### config.mk
export PLATFORM = sky130hd
export DESIGN_NAME = spike_isi_encoder
export DESIGN_NICKNAME = d
export VERILOG_FILES = /design/src/rtl/spike_pkg.sv /design/src/rtl/spike_fifo.sv /design/src/rtl/spike_isi_encoder.sv
export SDC_FILE = /design/constraint.sdc
export NUM_CORES = 1
export LEC_CHECK = 0
export BUFFER_PORTS_ARGS = -buffer_cell sky130_fd_sc_hd__buf_2
export CELL_PAD_IN_SITES_DETAIL_PLACEMENT = 0
export CELL_PAD_IN_SITES_GLOBAL_PLACEMENT = 1
export CORE_MARGIN = 10
export CORE_UTILIZATION = 35
export DETAILED_ROUTE_END_ITERATION = 10
export HOLD_SLACK_MARGIN = 0.08
export PLACE_DENSITY_LB_ADDON = 0.1
export SETUP_SLACK_MARGIN = 0.02
export SLEW_MARGIN = 20
export SYNTH_ARGS = -nofsm -noshare
export SYNTH_HDL_FRONTEND = slang
export SYNTH_SLANG_ARGS = --single-unit
### constraint.sdc
create_clock -name clk -period 3.2 [get_ports clk]
set_input_delay 0.64 -clock clk [delete_from_list [all_inputs] [get_ports clk]]
set_output_delay 0.64 -clock clk [all_outputs]
set_load 0.01 [all_outputs]
### src/rtl/spike_pkg.sv
`default_nettype none
// ============================================================================
// Module   : spike_pkg
// Brief    : Shared types and constants for the spike ISI encoder.
// Revision : 1.0
// ============================================================================
package spike_pkg;

    localparam int ISI_W_DEFAULT = 8;
    localparam logic [ISI_W_DEFAULT-1:0] ISI_MAX = '1;

    // One FIFO entry: saturation flag above the interval value.
    typedef struct packed {
        logic                     sat;
        logic [ISI_W_DEFAULT-1:0] isi;
    } isi_word_t;

    typedef enum logic [0:0] {
        IDLE  = 1'b0,
        ARMED = 1'b1
    } isi_state_e;

endpackage
`default_nettype wire

### src/rtl/spike_fifo.sv
`default_nettype none
// ============================================================================
// Module   : spike_fifo
// Brief    : First-word fall-through FIFO; push while full succeeds only
//            when a pop happens in the same cycle.
// Revision : 1.0
// ============================================================================
module spike_fifo #(
    parameter int WIDTH = 9,
    parameter int DEPTH = 4
) (
    input  logic                     clk,
    input  logic                     rst_n,
    input  logic                     push_i,
    input  logic [WIDTH-1:0]         data_i,
    input  logic                     pop_i,
    output logic [WIDTH-1:0]         data_o,
    output logic                     full_o,
    output logic                     empty_o,
    output logic [$clog2(DEPTH):0]   count_o
);

    localparam int c_AW = $clog2(DEPTH);

    logic [c_AW:0]      wr_ptr_q;
    logic [c_AW:0]      rd_ptr_q;
    logic [WIDTH-1:0]   mem_q [DEPTH];
    logic               w_wr_en;
    logic               w_rd_en;

    // Extra pointer bit distinguishes full from empty when the indices match.
    assign empty_o = (wr_ptr_q == rd_ptr_q);
    assign full_o  = (wr_ptr_q[c_AW] != rd_ptr_q[c_AW]) &&
                     (wr_ptr_q[c_AW-1:0] == rd_ptr_q[c_AW-1:0]);
    assign count_o = wr_ptr_q - rd_ptr_q;

    assign w_rd_en = pop_i & ~empty_o;
    assign w_wr_en = push_i & (~full_o | w_rd_en);

    assign data_o = empty_o ? '0 : mem_q[rd_ptr_q[c_AW-1:0]];

    always_ff @(posedge clk or negedge rst_n) begin
        if (!rst_n) begin
            wr_ptr_q <= '0;
            rd_ptr_q <= '0;
        end else begin
            if (w_wr_en) wr_ptr_q <= wr_ptr_q + (c_AW+1)'(1);
            if (w_rd_en) rd_ptr_q <= rd_ptr_q + (c_AW+1)'(1);
        end
    end

    always_ff @(posedge clk) begin
        if (w_wr_en) mem_q[wr_ptr_q[c_AW-1:0]] <= data_i;
    end

endmodule
`default_nettype wire

### src/rtl/spike_isi_encoder.sv
`default_nettype none
// ============================================================================
// Module   : spike_isi_encoder
// Brief    : Measures inter-spike intervals and streams them out of a FIFO.
//            Define SPIKE_RATE_WINDOW_EN to add the windowed spike-rate counter.
// Revision : 1.0
// ============================================================================
module spike_isi_encoder
    import spike_pkg::*;
#(
    parameter int ISI_W  = ISI_W_DEFAULT,
    parameter int DEPTH  = 4,
    parameter int WINDOW = 256
) (
    input  logic                      clk,
    input  logic                      rst_n,
    input  logic                      ena,
    input  logic                      spike_in,
    input  logic                      clr_drop,
    output logic                      out_valid,
    input  logic                      out_ready,
    output logic [ISI_W-1:0]          out_isi,
    output logic                      out_sat,
    output logic [$clog2(DEPTH):0]    fifo_count,
    output logic                      dropped,
    output logic [ISI_W-1:0]          rate_count,
    output logic                      rate_strobe
);

    localparam logic [ISI_W-1:0] c_MAX = '1;

    isi_state_e        state_q, state_d;
    logic [ISI_W-1:0]  cnt_q, cnt_d;
    logic              spike_q;
    logic              dropped_q, dropped_d;
    logic              w_edge;
    logic              w_push;
    logic              w_pop;
    logic              w_full;
    logic              w_empty;
    logic              w_drop;
    logic [ISI_W:0]    w_push_word;
    logic [ISI_W:0]    w_head_word;

    // Marker blocks appear only for unusable parameter values.
    if (DEPTH < 2 || (DEPTH & (DEPTH - 1)) != 0) begin : g_depth_invalid
    end
    if (WINDOW < 2) begin : g_window_invalid
    end

    assign w_edge = spike_in & ~spike_q;

    always_ff @(posedge clk or negedge rst_n) begin
        if (!rst_n) begin
            spike_q   <= 1'b0;
            state_q   <= IDLE;
            cnt_q     <= '0;
            dropped_q <= 1'b0;
        end else begin
            spike_q   <= spike_in;
            state_q   <= state_d;
            cnt_q     <= cnt_d;
            dropped_q <= dropped_d;
        end
    end

    always_comb begin
        state_d = state_q;
        cnt_d   = cnt_q;
        w_push  = 1'b0;
        if (ena) begin
            case (state_q)
                IDLE: begin
                    if (w_edge) begin
                        state_d = ARMED;
                        cnt_d   = ISI_W'(1);
                    end
                end
                ARMED: begin
                    if (w_edge) begin
                        w_push = 1'b1;
                        cnt_d  = ISI_W'(1);
                    end else if (cnt_q != c_MAX) begin
                        cnt_d = cnt_q + ISI_W'(1);
                    end
                end
                default: state_d = IDLE;
            endcase
        end
    end

    // A counter pinned at max means the true interval reached or exceeded it.
    assign w_push_word = {(cnt_q == c_MAX), cnt_q};
    assign w_pop       = ~w_empty & out_ready;
    assign w_drop      = w_push & w_full & ~w_pop;

    always_comb begin
        dropped_d = dropped_q;
        if (w_drop)        dropped_d = 1'b1;
        else if (clr_drop) dropped_d = 1'b0;
    end

    spike_fifo #(
        .WIDTH (ISI_W + 1),
        .DEPTH (DEPTH)
    ) u_fifo (
        .clk     (clk),
        .rst_n   (rst_n),
        .push_i  (w_push),
        .data_i  (w_push_word),
        .pop_i   (w_pop),
        .data_o  (w_head_word),
        .full_o  (w_full),
        .empty_o (w_empty),
        .count_o (fifo_count)
    );

    assign out_valid = ~w_empty;
    assign out_sat   = w_head_word[ISI_W];
    assign out_isi   = w_head_word[ISI_W-1:0];
    assign dropped   = dropped_q;

`ifdef SPIKE_RATE_WINDOW_EN
    localparam int                 c_WIN_W    = (WINDOW > 1) ? $clog2(WINDOW) : 1;
    localparam logic [c_WIN_W-1:0] c_WIN_LAST = c_WIN_W'(WINDOW - 1);

    logic [c_WIN_W-1:0] win_q;
    logic [ISI_W-1:0]   acc_q;
    logic [ISI_W-1:0]   rate_q;
    logic               strobe_q;
    logic [ISI_W-1:0]   w_acc_inc;

    // Edge in the final window cycle still lands in that window's total.
    assign w_acc_inc = (w_edge && acc_q != c_MAX) ? acc_q + ISI_W'(1) : acc_q;

    always_ff @(posedge clk or negedge rst_n) begin
        if (!rst_n) begin
            win_q    <= '0;
            acc_q    <= '0;
            rate_q   <= '0;
            strobe_q <= 1'b0;
        end else begin
            strobe_q <= 1'b0;
            if (ena) begin
                if (win_q == c_WIN_LAST) begin
                    rate_q   <= w_acc_inc;
                    strobe_q <= 1'b1;
                    acc_q    <= '0;
                    win_q    <= '0;
                end else begin
                    acc_q <= w_acc_inc;
                    win_q <= win_q + c_WIN_W'(1);
                end
            end
        end
    end

    assign rate_count  = rate_q;
    assign rate_strobe = strobe_q;
`else
    assign rate_count  = '0;
    assign rate_strobe = 1'b0;
`endif

endmodule
`default_nettype wire

; Word level (Yosys, flattened, before mapping)
; Memories as Yosys holds them, arrays and structs flattened.
; Cells that the tools add are included.
[totals]
register_bits = 17
latchBits = 0
mem_bits_rw = 36
rom_bits = 0
inputBits = 6
out_inout_bits = 23
word_cells = 46
mem_count = 1
[classes]
add_sub_neg = 4
multipliers = 0
n_div = 0
magnitude_cmp = 0
eq_ne = 7
shifts = 0
muxes = 13
bitwise_logic = 12
reduce_logical = 3
[mem_list]
columns = memory, depth, width, read_ports, rd_ports_with_merged_regs, wr, line
row1 = u_fifo.mem_q, 4, 9, 1, 0, 1, spike_fifo.sv:27  ; logic [WIDTH-1:0] mem_q [DEPTH];
[ops]
columns = op, count
row1 = $mux W8, 3
row2 = $pmux W8 S2, 1
row3 = $mux W9, 1
row4 = $add A8 B1 Y8 const B, 1
row5 = $eq A8 B8 Y1 const B, 1
row6 = $mux W1, 8
row7 = $ne A8 B8 Y1 const B, 1
row8 = $add A3 B1 Y3 const B, 2
row9 = $and A1 B1 Y1, 6
row10 = $not A1 Y1, 5
row11 = $eq A3 B3 Y1, 1
row12 = $ne A3 B1 Y1 const B, 1
row13 = $reduce_and A3 Y1, 1
row14 = $sub A3 B3 Y3, 1
row15 = $eq A2 B2 Y1, 1
row16 = $ne A2 B2 Y1 const B, 1
row17 = $reduce_bool A2 Y1, 1
row18 = $logic_and A1 B1 Y1, 1
row19 = $ne A1 B1 Y1, 1
row20 = $or A1 B1 Y1, 1

; Depth between registers and ports, before layout
[logic_depth]
word_depth = 8
mapped_depth = 7
ltp_nobuf = 6

; Hierarchy
; From an unflattened synthesis, not the netlist that was laid out.
[unflattened]
cells_unflattened = 173
hier_area_um2 = 2512.4
[modules_own_cells]
columns = module, instances, cells_per_inst, area_per_inst_um2, seq_area_each_um2
row1 = spike_fifo, 1, 101, 1814.2, 1231.2
row2 = spike_isi_encoder, 1, 72, 698.2, 275.3

; Worst setup path after synthesis
; OpenSTA, ideal clock, no wires.
[synth_timing]
kind = register to output
from = reg u_fifo.rd_ptr_q[1]
to = out out_isi[0]
arrival_ns = 1.670
required_ns = 2.560
setup_slack_ns = 0.890
stages_incl_launch_ff = 7
path_buffers = 2
cell_sequence = dfrtp_1 > clkbuf_1 > inv_1 > ha_1 > nand3_1 > clkbuf_1 > and2_1
[synth_between]
elab_chain_cells = 2
word_cells_on_any_way = 3
classes_between = 1 x eq/ne / 1 x mux / 1 x memory
[synth_lines]
columns = element, line
row1 = from (decl), spike_fifo.sv:26  ; logic [c_AW:0] rd_ptr_q;
row2 = from (signal assigned), spike_fifo.sv:48  ; if (w_rd_en) rd_ptr_q <= rd_ptr_q + (c_AW+1)'(1);
row3 = $mem_v2 Z4 W9 or $eq A3 B3 Y1 (tied branches), -
row4 = $mux W9 *, spike_fifo.sv:40  ; assign data_o = empty_o ? '0 : mem_q[rd_ptr_q[c_AW-1:0]];
row5 = to (decl), spike_isi_encoder.sv:22  ; output logic [ISI_W-1:0] out_isi,
; Mark *: on every way between the ends. The rest lies on a longest branch, timed or not.

; Final worst setup path
[layout_timing]
from = reg u_fifo.rd_ptr_q[2]
to = out out_isi[6]
[layout_between]
elab_chain_cells = 2
[layout_lines]
columns = element, line
row1 = $eq A3 B3 Y1, spike_fifo.sv:32  ; assign empty_o = (wr_ptr_q == rd_ptr_q);
row2 = $mux W9, spike_fifo.sv:40
; No other way between the ends.

==> run_results.csv <==
group,metric,value,unit
run_status,outcome,"complete, no violations",
die,fp.coreArea,0.006756,mm²
drt,finalWirelength,4715,µm
logic_synthesis,yosys-top-cells-area,"edfxtp_1 45%, dfrtp_1 18%, mux4_2 8.3%",
logic_synthesis,synth_top_area_share,0.4451,
clocking,post_cts_buffers,0,
logic_synthesis,yosysWarningCount,0,
setup_path,crit_required,2.56,ns
clocking,cts_hold_buf,0,
drt,via_count,1327,
global_route,overflow,0,
timing,fmax,371.5,MHz
logic_synthesis,yosys-top-cells-count,"36 x edfxtp_1, 17 x dfrtp_1, 10 x and2_1",
clocking,clk_pin_slew_worst_paths,0.09,ns
pwr,pwr-share-seq,0.441,
die,rows,30,
setup_path,start_kind,"flop",
timing,finalSetupTns,0,ns
placement,port-buffer-count,19,
die,initial_core_util,0.3594,
pwr,swShare,0.3525,
timing,skew,0.005219,ns
logic_synthesis,yosysSeqAreaShare,0.6203,
pwr,power.density,870.7,mW/mm²
timing,hold_violations,0,
logic_synthesis,synth_most_common_cell,"edfxtp_1",
layout,n_antenna_cell,0,
pwr,p_int,1.510,mW
timing,setup-violations-final,0,
drt,drtIter0Drc,67,
pwr,p_clk_frac,0.175,
layout,fillers,641,
pwr,power.leakage,1.047,nW
logic_synthesis,synthArstFlopShare,0.3208,
timing,rsz0062_at_grt,"no",
die,die_y,103.3,µm
clocking,cts_tree,"built",
pwr,switchingPower,822.3,µW
clocking,root_buffer,"clkbuf_8",
logic_synthesis,synth-edff-count,36,
clocking,ctsResizeCount,0,
setup_path,rrSetupSlack,1.17,ns
clocking,clockBufferDepth,2,
worst_hold_path,hp-class,"in -> async",
logic_synthesis,syn_area,0.002429,mm²
global_route,grt_pass1_vias,1425,
layout,final_util,0.3965,
clocking,cts.htree.levels,2,
drt,vias_per_cell,5.008,
global_route,grt_pass1_wl,7417,µm
logic_synthesis,syn_inst,161,
timing,fin_crit_sh,0.8412,
logic_synthesis,avgSynthCellArea,15.08,µm²
global_route,antenna_found_initial,0,
clocking,clkLatencyLatePin,0.30,ns
global_route,grt_util_all_layers,0.09322,
logic_synthesis,yosysTopAreaCell,"edfxtp_1",
pwr,p_total,2.333,mW
logic_synthesis,synth_cell_type_count,38,
clocking,cts_made_buffers,5,
logic_synthesis,synth_ff_type,"edfxtp_1",
global_route,grt_start_max_net_pins,18,
die,io_pins,29,
clocking,numClockSinks,53,
run,maxCapViolCount,0,
timing,setup_slack,0.5083,ns
layout,post_route_cells_drive_above_1_share,0.2541,
drt,drc,0,
setup_path,arrival,2.05,ns
die,die_w,103.3,µm
pwr,ir_drop,483.5,µV
pwr,power_frac_comb,0.383,
setup_path,worst-setup-path-type,"reg -> out",
timing,layout_min_cycle_time,2.692,ns
die,die_area,0.01067,mm²
placement,place_ws,0.7664,ns
drt,dr.pass1.iters,4,
placement,gp_congestion,0.7927,
drt,avgRoutedWirePerCell,17.79,µm
logic_synthesis,ys_seq_elements,53,
layout,area_growth,10.30,%
drt,final_antenna_net_count,0,
placement,hpwl,3313,µm
timing,drv_slew,0,
layout,fin_nets,199,
setup_path,crit_fanout,12,
setup_path,end_kind,"primary output",
worst paths after layout:
check | from | cells past startpoint | endpoint
hold / removal | rst_n | 1 | cnt_q[2]
setup / recovery | u_fifo.rd_ptr_q[2] | 4 | out_isi[6]
setup reg to reg | u_fifo.rd_ptr_q[2] | 4 | u_fifo.rd_ptr_q[1]
hold reg to reg | u_fifo.wr_ptr_q[2] | 1 | u_fifo.wr_ptr_q[2]
max in group asynchronous | rst_n | 1 | cnt_q[4]
min in group clk | spike_in | 1 | spike_q
area by class of cell:
cell class              count  area [µm²]  share of cell area
inverters                   8       30.03             0.01121
flip-flops and latches     53        1506              0.5624
repair buffers             21       110.1             0.04110
clock buffers               7       96.34             0.03596
well taps                  80       100.1             0.03737
multi-input cells          95       830.8              0.3101
clock inverters             1       5.005            0.001868
layout by cell type, fill, tap and decap left out, types with 7 or more instances in the layout:
cell / n
nand2_1: 7
ha_1: 8
mux4_2: 9
edfxtp_1: 36
conb_1: 9
buf_2: 19
clkbuf_8: 7
dfrtp_1: 17
and2_1: 10
inv_1: 8
flip-flops by register name, summed over array words and instances, names as in the netlist:
register,flops
u_fifo.mem_q,36
state_q,1
spike_q,1
u_fifo.wr_ptr_q,3
u_fifo.rd_ptr_q,3
dropped,1
cnt_q,8
per-stage QoR:
step	instance area, µm²	hold slack [ns]	cells
detailed placement	2577	0.4795	257
finish	2679	0.2579	265
global placement	2577	0.4759	257
CTS	2679	0.2688	265
floorplan	2459	0.3444	169
global route	2679	0.2693	265
critical path, cell delays in order (launching register included):
cell and delay [ns]:
dfrtp_1 0.43, xnor2_1 0.41, nand3_1 0.46, and2_1 0.30
buf_2 0.14
per-layer routing:
| layer | global-route usage | share of wire |
|---|---|---|
| met1 | 0.1140 | 0.46 |
| met2 | 0.1550 | 0.49 |
| met3 | 0.02924 | 0.042 |
| met4 | 0.02567 | 0.011 |
| met5 | 0 | 0 |
cells by family (layout without fill, tap and decap cells):
kind of cell,count (synthesis),count (layout),share of synthesized area
flip-flops,53,53,0.6203
AND/OR/NAND/NOR,42,42,0.1010
buffers and inverters,21,37,0.04997
AO/OA/AOI/OAI,19,19,0.06801
multiplexers,10,10,0.08810
adder cells (fa/ha/maj),9,9,0.04946
XOR/XNOR,6,6,0.02164
other,1,9,0.001544
power by group through the flow:
stage / registers [mW] / clock network, mW / logic (mW)
after floorplan: 0.986 / 0 / 0.640
after global placement: 1.04 / 0 / 0.915
after detailed placement: 1.05 / 0 / 0.927
after CTS: 1.03 / 0.421 / 0.928
after global routing: 1.05 / 0.448 / 1.01
final: 1.03 / 0.409 / 0.894
Power figures use the tool's default switching activity.
